$ cat config.mk
export PLATFORM = sky130hd
export DESIGN_NAME = irq_ctrl_flat
export DESIGN_NICKNAME = d
export VERILOG_FILES = /design/src/rtl/irq_ctrl_if.sv /design/src/rtl/irq_ctrl.sv /design/src/flat_wrapper.sv
export SDC_FILE = /design/constraint.sdc
export NUM_CORES = 1
export LEC_CHECK = 0
export CELL_PAD_IN_SITES_DETAIL_PLACEMENT = 2
export CELL_PAD_IN_SITES_GLOBAL_PLACEMENT = 2
export CORE_ASPECT_RATIO = 0.9
export CORE_UTILIZATION = 25
export CTS_BUF_LIST = sky130_fd_sc_hd__clkbuf_4 sky130_fd_sc_hd__clkbuf_8
export CTS_CLUSTER_DIAMETER = 100
export DETAILED_ROUTE_END_ITERATION = 8
export PLACE_DENSITY = 0.84
export SYNTH_ARGS = -nofsm -noshare
export SYNTH_HDL_FRONTEND = slang
export SYNTH_SLANG_ARGS = --single-unit
$ cat constraint.sdc
create_clock -name clk_i -period 1.7 [get_ports clk_i]
set_clock_uncertainty 0.05 [all_clocks]
set_input_delay 0.34 -clock clk_i [delete_from_list [all_inputs] [get_ports clk_i]]
set_output_delay 0.34 -clock clk_i [all_outputs]
set_load 0.01 [all_outputs]
$ cat src/rtl/irq_ctrl_if.sv
// Wishbone classic bus bundle, 32-bit data.
// Master drives the request side, the slave returns data and ack.
interface if_wb;
  logic        cyc;
  logic        stb;
  logic        we;
  logic [31:0] adr;
  logic [31:0] dat_w;
  logic [31:0] dat_r;
  logic [3:0]  sel;
  logic        ack;

  modport master (
    output cyc, stb, we, adr, dat_w, sel,
    input  dat_r, ack
  );

  modport slave (
    input  cyc, stb, we, adr, dat_w, sel,
    output dat_r, ack
  );
endinterface

$ cat src/rtl/irq_ctrl.sv
// Interrupt controller: synchronised sources, level/edge pending,
// mask, software force and lowest-index-first vector to the CPU.
module irq_ctrl #(
  parameter int NSRC        = 8,
  parameter int VECW        = 4,
  parameter int SYNC_STAGES = 2
) (
  input  logic            clk_i,
  input  logic            rst_i,
  if_wb.slave             bus,
  input  logic [NSRC-1:0] src_i,
  input  logic            enabled,
  output logic [VECW-1:0] inter,
  output logic            irq_any
);

  localparam logic [2:0] A_PEND  = 3'd0;
  localparam logic [2:0] A_MASK  = 3'd1;
  localparam logic [2:0] A_MODE  = 3'd2;
  localparam logic [2:0] A_ACT   = 3'd3;
  localparam logic [2:0] A_FORCE = 3'd4;

  logic [SYNC_STAGES-1:0][NSRC-1:0] sync_q;
  logic [NSRC-1:0] synced;
  logic [NSRC-1:0] prev_q;
  logic [NSRC-1:0] pend_q, pend_d;
  logic [NSRC-1:0] mask_q, mask_d;
  logic [NSRC-1:0] mode_q, mode_d;
  logic [NSRC-1:0] set_e, clr, frc, to_edge;
  logic [NSRC-1:0] req, wdat;
  logic [VECW-1:0] vec, vec_q, inter_q;
  logic            irq_any_q;
  logic            ack_q, ack_d;
  logic            acc, wr;
  logic [2:0]      addr;
  logic [31:0]     rdata;
  logic            unused_bits;

  assign synced = sync_q[SYNC_STAGES-1];
  assign acc    = bus.cyc & bus.stb;
  assign ack_d  = acc & ~ack_q;
  assign wr     = ack_q & acc & bus.we;
  assign addr   = bus.adr[4:2];
  assign wdat   = bus.dat_w[NSRC-1:0];
  assign req    = pend_q & mask_q;

  assign unused_bits = ^{bus.sel, bus.adr[31:5],
                         bus.adr[1:0], bus.dat_w[31:NSRC]};

  // Source synchroniser chain plus the edge-detect history flop.
  always_ff @(posedge clk_i or negedge rst_i) begin
    if (!rst_i) begin
      sync_q <= '0;
      prev_q <= '0;
    end else begin
      sync_q[0] <= src_i;
      for (int s = 1; s < SYNC_STAGES; s++)
        sync_q[s] <= sync_q[s-1];
      prev_q <= synced;
    end
  end

  // Register writes and per-source pending next state; set beats clear.
  always_comb begin
    set_e   = synced & ~prev_q;
    clr     = '0;
    frc     = '0;
    to_edge = '0;
    mask_d  = mask_q;
    mode_d  = mode_q;
    pend_d  = '0;
    if (wr) begin
      case (addr)
        A_PEND:  clr = wdat & mode_q;
        A_MASK:  mask_d = wdat;
        A_MODE: begin
          mode_d  = wdat;
          to_edge = wdat & ~mode_q;
        end
        A_FORCE: frc = wdat & mode_q;
        default: ;
      endcase
    end
    for (int k = 0; k < NSRC; k++) begin
      if (to_edge[k])
        pend_d[k] = 1'b0;
      else if (mode_q[k])
        pend_d[k] = (pend_q[k] & ~clr[k]) | set_e[k] | frc[k];
      else
        pend_d[k] = synced[k];
    end
  end

  // Lowest requesting index wins; vector is index+1, 0 when idle.
  always_comb begin
    vec = '0;
    for (int k = NSRC - 1; k >= 0; k--)
      if (req[k]) vec = VECW'(k + 1);
  end

  // Control/status state and the registered CPU-facing outputs.
  always_ff @(posedge clk_i or negedge rst_i) begin
    if (!rst_i) begin
      pend_q    <= '0;
      mask_q    <= '0;
      mode_q    <= '0;
      vec_q     <= '0;
      inter_q   <= '0;
      irq_any_q <= 1'b0;
      ack_q     <= 1'b0;
    end else begin
      pend_q    <= pend_d;
      mask_q    <= mask_d;
      mode_q    <= mode_d;
      vec_q     <= vec;
      inter_q   <= enabled ? vec : '0;
      irq_any_q <= |req;
      ack_q     <= ack_d;
    end
  end

  // Read mux; data is presented only while ack is high.
  always_comb begin
    rdata = '0;
    case (addr)
      A_PEND: rdata[NSRC-1:0] = pend_q;
      A_MASK: rdata[NSRC-1:0] = mask_q;
      A_MODE: rdata[NSRC-1:0] = mode_q;
      A_ACT: begin
        rdata[31]       = irq_any_q;
        rdata[VECW-1:0] = vec_q;
      end
      default: ;
    endcase
  end

  assign bus.dat_r = ack_q ? rdata : '0;
  assign bus.ack   = ack_q;
  assign inter     = inter_q;
  assign irq_any   = irq_any_q;

endmodule

$ cat src/flat_wrapper.sv
// flat-port wrapper written by rule: the top's interface ports become plain ports
module irq_ctrl_flat 
#(
  parameter int NSRC        = 8,
  parameter int VECW        = 4,
  parameter int SYNC_STAGES = 2
)
  (clk_i, rst_i, src_i, enabled, inter, irq_any, bus_cyc, bus_stb, bus_we, bus_adr, bus_dat_w, bus_sel, bus_dat_r, bus_ack);
  if_wb bus_i ();
  input  logic clk_i;
  input  logic rst_i;
  input  logic [NSRC-1:0] src_i;
  input  logic enabled;
  output logic [VECW-1:0] inter;
  output logic irq_any;
  input wire logic [$bits(bus_i.cyc)-1:0] bus_cyc;
  input wire logic [$bits(bus_i.stb)-1:0] bus_stb;
  input wire logic [$bits(bus_i.we)-1:0] bus_we;
  input wire logic [$bits(bus_i.adr)-1:0] bus_adr;
  input wire logic [$bits(bus_i.dat_w)-1:0] bus_dat_w;
  input wire logic [$bits(bus_i.sel)-1:0] bus_sel;
  output wire logic [$bits(bus_i.dat_r)-1:0] bus_dat_r;
  output wire logic [$bits(bus_i.ack)-1:0] bus_ack;
  assign bus_i.cyc = bus_cyc;
  assign bus_i.stb = bus_stb;
  assign bus_i.we = bus_we;
  assign bus_i.adr = bus_adr;
  assign bus_i.dat_w = bus_dat_w;
  assign bus_i.sel = bus_sel;
  assign bus_dat_r = bus_i.dat_r;
  assign bus_ack = bus_i.ack;
  irq_ctrl #(.NSRC(NSRC), .VECW(VECW), .SYNC_STAGES(SYNC_STAGES)) u_core (.clk_i(clk_i), .rst_i(rst_i), .bus(bus_i), .src_i(src_i), .enabled(enabled), .inter(inter), .irq_any(irq_any));
endmodule
* Word-level counts from Yosys, hierarchy flattened
Index checks and enable logic that the tools add are counted.
** Word-level totals
- Register bits :: 58
- Latch bits :: 0
- Memory bits (writable) :: 0
- ROM bits :: 0
- Input port bits :: 82
- Output and inout port bits :: 38
- Word-level logic and storage cells :: 96
- Memories :: 0
** Operators by class
- $add $sub $neg :: 0
- Multipliers :: 0
- Divide/modulo/power cells :: 0
- Magnitude comparators :: 0
- Equality and inequality tests :: 4
- Shift operators :: 0
- Multiplexer cells :: 35
- Bitwise gates (word level) :: 43
- Reductions and logical operators :: 4
** Operator list (count)
- 2-to-1 mux 8 bit :: 6
- 2-to-1 mux 4 bit :: 9
- AND 8 bit :: 4
- 2-to-1 mux 32 bit :: 1
- 2-to-1 mux 1 bit :: 17
- NOT 8 bit :: 2
- bitwise OR 1 bit :: 16
- case mux 4 bit (4 select lines) :: 1
- AND 1 bit :: 12
- case mux 4 bit (3 select lines) :: 1
- NOT 1 bit :: 9
- OR reduction 8 bit :: 1
- == test 3 x 2 -> 1 bit (second input constant) :: 2
- AND reduction 2 bit :: 2
- == test 3 x 1 -> 1 bit (second input constant) :: 1
- == test 3 bit (second input constant) :: 1
- zero test 3 bit :: 1

* Longest topological paths before layout
Gate-level depths: netlist (run 1).
- Word-level depth :: 10
- Depth in mapped cells :: 6
- Depth with buffers taken out :: 4

* Least setup slack after synthesis (run 1)
No wires, ideal clock.
- Path kind :: input to output
- Start :: in bus_adr[2]
- End :: out bus_dat_r[3]
- Arrival :: 1174 ps
- Data required time :: 1310 ps
- Slack :: 136 ps
- Cell stages on the path :: 3
- Path buffers :: 1
- Cell sequence :: buf_2 -> mux4_2 -> nor2b_1
** On the way
- Longest elaborated chain between the ends :: 3
- Elaborated cells between the ends (all ways) :: 6
- Classes of those cells :: eq/ne: 3; mux: 2; reduce/logical: 1
** Ends and longest elaborated chain
- start: declaration :: line flat_wrapper.sv:19 : input wire logic [$bits(bus_i.adr)-1:0] bus_adr;
- == test 3 x 2 -> 1 bit, or another cell as far along :: line irq_ctrl.sv:125 : case (addr)
- case mux 4 bit (4 select lines) * :: line irq_ctrl.sv:125
- 2-to-1 mux 32 bit * :: line irq_ctrl.sv:137 : assign bus.dat_r = ack_q ? rdata : '0;
- end: declaration :: line flat_wrapper.sv:22 : output wire logic [$bits(bus_i.dat_r)-1:0] bus_dat_r;
Mark *: on every way between the ends. The rest lies on a longest branch, timed or not.

* Final worst setup path (run 1)
- Start :: reg u_core.mask_q[3]
- End :: out bus_dat_r[3]
** On the way
- Longest elaborated chain between the ends :: 2
** Ends and longest elaborated chain
- start: declaration :: line irq_ctrl.sv:27 : logic [NSRC-1:0] mask_q, mask_d;
- start signal: assignment :: line irq_ctrl.sv:113 : mask_q <= mask_d;
- case mux 4 bit (4 select lines) :: line irq_ctrl.sv:125
- 2-to-1 mux 32 bit :: line irq_ctrl.sv:137
No other way between the ends.

==> flow_summary_export.csv, run 1 <==
group,metric,value,unit
outcome,status,"finished with violations",
outcome,violations,"setup timing",
finish,nets,426,
yosys,synth_area,0.00265,sq mm
clock_tree,cts_htree_levels,3,
worst_setup_path,path_cells,"mux4_2 > nor2b_4 > buf_6",
global_route,grtUsageMet1,0.200,
clock_tree,clk_path_buf_depth,2,
power_and_ir_drop,leakagePower,0.00181,uW
worst_hold_path,hold_class,"reg2reg",
power_and_ir_drop,power.density,867,mW/mm^2
sta,timing.final.ws_setup,-150,ps
yosys,synth.avg_cell_area,10.8,sq um
sta,fin_crit_sh,1.09,
yosys,synthMostInstantiatedCell,"dfrtp_1",
die,core_area,0.0103,sq mm
route,totalWireLength,8900,um
worst_setup_path,cp-end-kind,"output port",
global_route,grt.met3_usage,0.0518,
global_route,grt.busiest_layer,"met2",
finish,syn_to_final_growth,43.1,%
route,vias,2176,
clock_tree,worstSkewPairLatency,340,ps
worst_setup_path,slowest_stage,"mux4_2",
yosys,yosysWarnings,0,
sta,period_needed,1850,ps
die,ioPinCount,120,
yosys,netlist_instances,246,
placement,place_area,0.00341,sq mm
yosys,synth-main-ff-cell,"dfrtp_1",
clock_tree,cts_tree,"built",
die,die_area,0.0110,sq mm
yosys,async_flop_share,1.00,
finish,stdcell_area,0.00380,sq mm
yosys,synth_area_leaders,"dfrtp_1 55%, mux2i_1 6.8%, buf_4 6.8%",
route,firstDrtPassIters,4,
finish,drive_above_1_share,0.379,
power_and_ir_drop,peakVddDrop,0.325,mV
flow_run,maxCapViolCount,0,
yosys,synth_edf_count,0,
route,wl_per_cell,18.7,um
yosys,netlist.area_leader.share,0.547,
sta,finalHoldViolCount,0,
die,die_w,111,um
clock_tree,clock-sinks,58,
sta,setup_viol,12,
die,die_y,99.7,um
placement,io_buffers,39,
worst_setup_path,critPathRequiredTime,1310,ps
sta,rsz0062_at_grt,"yes",
placement,dp_hpwl,5730,um
route,drc,0,
yosys,synth_seq_cells,58,
sta,fmax,540,MHz
global_route,grt_usage,0.165,
global_route,grt_pass1_wl,13800,um
global_route,met2_usage,0.278,
global_route,grt_max_degree,59,
global_route,grt.overflow.total,0,
route,drtAntennaViolNets,0,
worst_setup_path,max_stage_delay,460,ps
yosys,yosys.area.top_type,"dfrtp_1",
worst_setup_path,critical_path_arrival,1460,ps
worst_setup_path,start_kind,"flip-flop",
route,drt_iter0_markers,82,
yosys,yosysSeqAreaShare,0.547,
route,via_per_inst,4.56,
sta,drv_slew,0,
clock_tree,clockRootBuffer,"clkbuf_8",
global_route,grt_pass1_vias,2432,
clock_tree,path_clk_slew,70,ps
finish,nFillCells,1072,
worst_setup_path,path_max_fanout,2,
yosys,yosys-top-cells-count,"58 x dfrtp_1, 34 x nand2_1, 24 x buf_4",
finish,diodes,0,
worst_setup_path,critPathKind,"reg2out",
die,rows,35,
die,initial_core_util,0.258,
global_route,antenna_found_initial,1,
yosys,ys_types,36,
placement,gp_congestion,0.814,
finish,final_core_util,0.369,
clock_tree,numCtsBuffers,9,
==> per-layer routing <==
layer | part of all wire | up-vias
li1 | - | 991
met5 | 0.00090 | -
met2 | 0.50 | 63
met4 | 0.021 | 2
met1 | 0.44 | 1100
met3 | 0.043 | 20
==> what timing repair did <==
action                                 4_1_cts  5_1_grt
pin swaps                                    1       22
setup endpoints to repair                   26       22
hold buffers                                 1        0
resized for setup                           69       30
cloned                                       1        1
endpoints found under the hold margin       58        0
buffers inserted                             4        5
==> logic make-up after synthesis <==
logic type / Yosys count / share of synthesized area
flops: 58 / 0.547
compound gates: 36 / 0.0910
other cells: 1 / 0.00141
buf+inv: 40 / 0.0976
simple gates: 92 / 0.187
mux: 19 / 0.0764
==> through the flow <==
stage	std cells	power, uW	setup TNS, ps	hold WS (ps)	worst slack (ps)
floorplan	268	1770	0	-5.59	136
global placement	450	1980	-15930	283	-796
detailed placement	450	2010	-16870	286	-797
CTS	471	3280	-189	302	-162
global route	477	3450	-2020	314	-178
finish	477	3290	-378	298	-150
==> final timing paths <==
kind / from / to / slack [ps] / cells past startpoint
worst max-delay path: u_core.mask_q[3] / bus_dat_r[3] / -150 / 3
worst min-delay path: u_core.sync_q[1] / u_core.synced[1] / 300 / 0
worst max register to register: u_core.bus.ack / u_core.pend_q[0] / -50 / 6
worst min register to register: u_core.sync_q[1] / u_core.synced[1] / 300 / 0
max in group asynchronous: rst_i / u_core.prev_q[4] / 820 / 3
min in group asynchronous: rst_i / u_core.synced[5] / 480 / 3
==> critical path, delay by kind of cell (launching register included) <==
kind	cells	cell delay (ps)
muxes	1	460
DFF	1	400
and+or+nand+nor	1	150
buffers and inverters	1	110
==> report_power, final <==
group          switching [uW]  internal (uW)  total, uW  leakage [uW]
logic                     271            261        532      0.000985
registers                62.3           1470       1540      0.000727
clock network             551            675       1230      0.000101
==> flip-flops by register name, indices dropped and copies added (netlist names) <==
signal          flops
u_core.synced       8
u_core.irq_any      1
u_core.prev_q       8
u_core.inter        4
u_core.sync_q       8
u_core.pend_q       8
u_core.mode_q       8
u_core.vec_q        4
u_core.bus.ack      1
u_core.mask_q       8
==> placed cells by master (no fill, tap or decap), types with 2 or more instances in the layout <==
cell type	count
nor2_1	11
o22a_1	3
or4_4	8
clkinv_2	2
nand2_2	10
o21ai_0	4
buf_2	13
dfrtp_1	58
nand2b_1	8
nand2_4	3
nand2b_4	2
nor2_2	3
nand3_1	4
mux2i_1	16
a31oi_1	8
nand2_1	21
clkbuf_8	13
and2_1	4
clkdlybuf4s50_1	25
buf_6	8
and3_1	8
o21ai_1	4
inv_1	8
a21oi_2	12
buf_4	47
mux2i_2	2
conb_1	23
==> area by class of cell <==
class | count | area, sq um | area share
multi-input cells | 170 | 1150 | 0.304
clock inverters | 2 | 10.0 | 0.00264
clock buffers | 13 | 179 | 0.0471
flip-flops and latches | 58 | 1450 | 0.382
well taps | 129 | 161 | 0.0425
repair buffers | 97 | 812 | 0.214
inverters | 8 | 30.0 | 0.00791
Note: power is estimated with default switching activity, not from simulation.
==> inputs of run 2 (changes only) <==
clock period = 1.86 ns   (was 1.7 ns; I/O delays follow)
==> flow_summary_export.csv, run 2 (synthesis results as in run 1) <==
group,metric,value,unit
placement,io_buffers,39,
clock_tree,clockRootBuffer,"clkbuf_8",
outcome,violations,"setup timing",
placement,place_area,0.00328,sq mm
finish,drive_above_1_share,0.254,
clock_tree,clk_path_buf_depth,2,
power_and_ir_drop,power.density,812,mW/mm^2
global_route,antenna_found_initial,0,
flow_run,maxCapViolCount,0,
clock_tree,cts_tree,"built",
clock_tree,cts_htree_levels,3,
sta,period_needed,1870,ps
die,initial_core_util,0.258,
worst_hold_path,hold_class,"reg2reg",
sta,fmax,536,MHz
global_route,grt_pass1_vias,2412,
finish,diodes,0,
sta,rsz0062_at_grt,"yes",
finish,final_cell_mix,"58 x dfrtp_1, 34 x nand2_1, 34 x buf_4, 25 x clkdlybuf4s50_1, 23 x conb_1",
die,core_area,0.0103,sq mm
finish,syn_to_final_growth,32.4,%
clock_tree,worstSkewPairLatency,350,ps
clock_tree,clock-sinks,58,
clock_tree,numCtsBuffers,9,
sta,fin_crit_sh,1.00,
route,drt_iter0_markers,76,
worst_setup_path,path_max_fanout,2,
route,via_per_inst,4.56,
die,ioPinCount,120,
route,firstDrtPassIters,5,
placement,dp_hpwl,5510,um
route,vias,2081,
clock_tree,path_clk_slew,50,ps
global_route,grt_pass1_wl,12500,um
die,rows,35,
die,die_y,99.7,um
worst_setup_path,critical_path_arrival,1450,ps
finish,nets,405,
power_and_ir_drop,peakVddDrop,0.242,mV
global_route,grt_max_degree,59,
global_route,grt.overflow.total,0,
route,drtAntennaViolNets,0,
sta,timing.final.ws_setup,-7.27,ps
worst_setup_path,critPathRequiredTime,1440,ps
finish,stdcell_area,0.00351,sq mm
sta,setup_viol,1,
sta,setup_tns,-7.27,ps
route,totalWireLength,7600,um
sta,drv_slew,0,
worst_setup_path,start_kind,"flip-flop",
worst_setup_path,cp-end-kind,"output port",
global_route,grt_usage,0.150,
sta,finalHoldViolCount,0,
power_and_ir_drop,leakagePower,0.00170,uW
route,wl_per_cell,16.7,um
outcome,status,"finished with violations",
die,die_w,111,um
die,die_area,0.0110,sq mm
placement,gp_congestion,0.799,
finish,final_common_cell,"dfrtp_1",
worst_setup_path,critPathKind,"reg2out",
route,drc,0,
-- run 2: cell types whose count changed in the layout (fill, tap and decap cells not counted), moves of 3 or more --
cell and delta:
a21oi_1 +4, nor2_1 +4, nand2_1 +13, nand2_2 -10, buf_2 -6, nor2_2 -3, a21oi_2 -4, nand2_4 -3
buf_4 -13, buf_6 -6
-- run 2: path summary, 6_finish.rpt --
check                                  from               end  slack, ps  cells after the start
max                        u_core.mode_q[3]      bus_dat_r[3]         -7                      3
min                        u_core.sync_q[4]  u_core.synced[4]        300                      0
max reg2reg                  u_core.bus.ack  u_core.pend_q[0]        100                      6
min reg2reg                u_core.sync_q[4]  u_core.synced[4]        300                      0
max in group asynchronous             rst_i  u_core.pend_q[3]        970                      3
min in group asynchronous             rst_i  u_core.mask_q[4]        500                      3
-- run 2: layout make-up --
| type | instances | area, sq um |
|---|---|---|
| Inverter | 8 | 30.0 |
| Tap cell | 129 | 161 |
| Clock inverter | 3 | 15.0 |
| Timing Repair Buffer | 76 | 646 |
| Multi-Input combinational cell | 170 | 1050 |
| Sequential cell | 58 | 1450 |
| Fill cell | 1106 | 6780 |
| Clock buffer | 12 | 159 |
-- run 2: routing by layer --
metal	vias up	share of wire	global-route usage
li1	950	-	-
met1	1049	0.42	0.172
met2	65	0.50	0.259
met3	17	0.050	0.0451
met4	0	0.023	0.0677
met5	-	0	0
-- run 2: power by group --
part           switching [uW]  total, uW  leakage, uW  internal [uW]
clock network             495       1050    0.0000954            556
registers                56.3       1400     0.000727           1350
logic                     206        401     0.000875            194
-- run 2: repair_timing --
action                     in CTS  in global routing
resized for setup              47                  4
setup buffers                   6                  2
hold buffers                    1                  0
hold endpoints to repair       48                  0
pin swaps                       3                  0
setup endpoints to repair      24                  5
-- run 2: worst max-delay path, stage by stage, from the launching register on --
cell	delay [ps]
dfrtp_1	390
mux4_2	470
nor2b_4	150
buf_6	110
-- run 2: metrics by stage --
stage | total power, uW | hold slack (ps) | instances | utilization | setup WS, ps
floorplan | 1620 | 26.4 | 268 | - | 232
global placement | 1780 | 283 | 432 | 0.318 | -679
detailed placement | 1810 | 287 | 432 | 0.318 | -717
CTS | 2900 | 300 | 454 | 0.341 | -30.4
global route | 2990 | 303 | 456 | 0.342 | -44.7
finish | 2860 | 296 | 456 | 0.342 | -7.27
==> inputs of run 3 (changes only) <==
RECOVER_POWER = 100   (was unset)
==> flow_summary_export.csv, run 3 (synthesis results as in run 1) <==
group,metric,value,unit
worst_setup_path,crit_path_start,"u_core.mode_q[3]",
finish,nets,405,
sta,slew_headroom,0.468,
outcome,status,"finished with violations",
worst_setup_path,critical_path_arrival,1450,ps
worst_setup_path,start_kind,"flip-flop",
die,initial_core_util,0.258,
global_route,grt_pass1_wl,12500,um
die,die_y,99.7,um
sta,setup_tns,-9.36,ps
sta,fmax,535,MHz
sta,fin_crit_sh,1.01,
flow_run,maxCapViolCount,0,
die,core_area,0.0103,sq mm
route,vias,2084,
worst_setup_path,cpLargestDelayFamily,"multiplexers",
global_route,grt_max_degree,59,
worst_hold_path,whs_path_depth,0,
worst_setup_path,critPathKind,"reg2out",
placement,dp_hpwl,5510,um
sta,rsz0062_at_grt,"yes",
clock_tree,numCtsBuffers,9,
finish,final_cell_mix,"58 x dfrtp_1, 34 x nand2_1, 29 x buf_4, 23 x conb_1, 18 x mux2i_1",
clock_tree,clock-sinks,58,
worst_setup_path,cp_num_buf_inv,1,
finish,syn_to_final_growth,31.4,%
sta,finalHoldViolCount,0,
placement,io_buffers,39,
finish,final_common_cell,"dfrtp_1",
global_route,grt.overflow.total,0,
worst_setup_path,slowest_stage,"mux4_2",
route,totalWireLength,7580,um
power_and_ir_drop,peakVddDrop,0.242,mV
worst_hold_path,hold_class,"reg2reg",
worst_setup_path,r2r_cells,6,
placement,gp_congestion,0.799,
worst_hold_path,hold-path-endpoint,"u_core.synced[4]",
sta,period_needed,1870,ps
die,die_w,111,um
die,rows,35,
finish,drive_above_1_share,0.245,
worst_setup_path,worstReg2RegStart,"u_core.mask_q[3]",
sta,timing.final.ws_setup,-9.36,ps
die,ioPinCount,120,
worst_setup_path,critPathRequiredTime,1440,ps
worst_setup_path,cp-end-kind,"output port",
finish,diodes,0,
placement,pre_cts_ws,-717,ps
power_and_ir_drop,power.density,815,mW/mm^2
global_route,grt_pass1_vias,2412,
die,die_area,0.0110,sq mm
worst_setup_path,path_max_fanout,2,
power_and_ir_drop,finalPower,2840,uW
clock_tree,clk_path_buf_depth,2,
route,drt_iter0_markers,65,
clock_tree,worstSkewPairLatency,350,ps
route,firstDrtPassIters,4,
clock_tree,cts_tree,"built",
sta,setup_viol,1,
route,wl_per_cell,16.6,um
worst_setup_path,worst-r2r-setup-slack,90,ps
route,via_per_inst,4.57,
global_route,grt_usage,0.150,
worst_setup_path,path_cells,"mux4_2 > nor2b_4 > buf_6",
sta,tightest_slew,797,ps
global_route,antenna_found_initial,0,
finish,nFillCells,1114,
route,drtAntennaViolNets,0,
clock_tree,cts_htree_levels,3,
worst_setup_path,max_stage_delay,470,ps
clock_tree,clockRootBuffer,"clkbuf_8",
sta,whs,296,ps
worst_hold_path,worstHoldStart,"u_core.sync_q[4]",
clock_tree,path_clk_slew,50,ps
route,drc,0,
power_and_ir_drop,leakagePower,0.00169,uW
outcome,violations,"setup timing",
worst_setup_path,regToRegEndpoint,"u_core.inter[3]",
sta,drv_slew,0,
## run 3: changes by cell type in the layout (fill, tap and decap cells not counted), sizes merged
cell,delta
buf,-9
clkdlybuf4s50,-14
dlygate4sd3,+14
clkbuf,+9
## run 3: layout make-up
class / instances / area, sq um / share of cell area
Tap cell: 129 / 161 / 0.0463
Sequential cell: 58 / 1450 / 0.416
Clock inverter: 3 / 15.0 / 0.00430
Timing Repair Buffer: 76 / 619 / 0.178
Clock buffer: 12 / 159 / 0.0456
Multi-Input combinational cell: 170 / 1050 / 0.302
Inverter: 8 / 30.0 / 0.00861
## run 3: what timing repair did
action                                  4_1_cts  5_1_grt
pin swaps                                     3        0
endpoints found under the setup margin       24        5
endpoints found under the hold margin        48        0
hold buffers                                  1        0
resized for setup                            47        4
buffers inserted                              6        2
cloned                                        0        0
## run 3: per-layer routing
layer,routed length (um),global-route usage
met1,3210,0.172
met2,3840,0.259
met3,337,0.0451
met4,197,0.0677
met5,0,0
## run 3: metrics by stage
stage,utilization,std cells,area [sq um]
after global routing,0.339,456,3490
after floorplan,-,268,2740
final,0.339,456,3490
after global placement,0.318,432,3280
after CTS,0.341,454,3510
after detailed placement,0.318,432,3280
## run 3: worst max-delay path by stage
stage	endpoint	cells past startpoint
6_report	bus_dat_r[3]	3
3_5_place_dp	bus_dat_r[1]	6
3_3_place_gp	bus_dat_r[3]	4
2_1_floorplan	bus_dat_r[3]	3
5_1_grt	bus_dat_r[3]	3
4_1_cts	bus_dat_r[3]	3
## run 3: power breakdown
group	total, uW	switching (uW)	internal [uW]
Clock	1060	500	556
Sequential	1400	55.1	1350
Combinational	386	206	181
Total	2840	761	2080
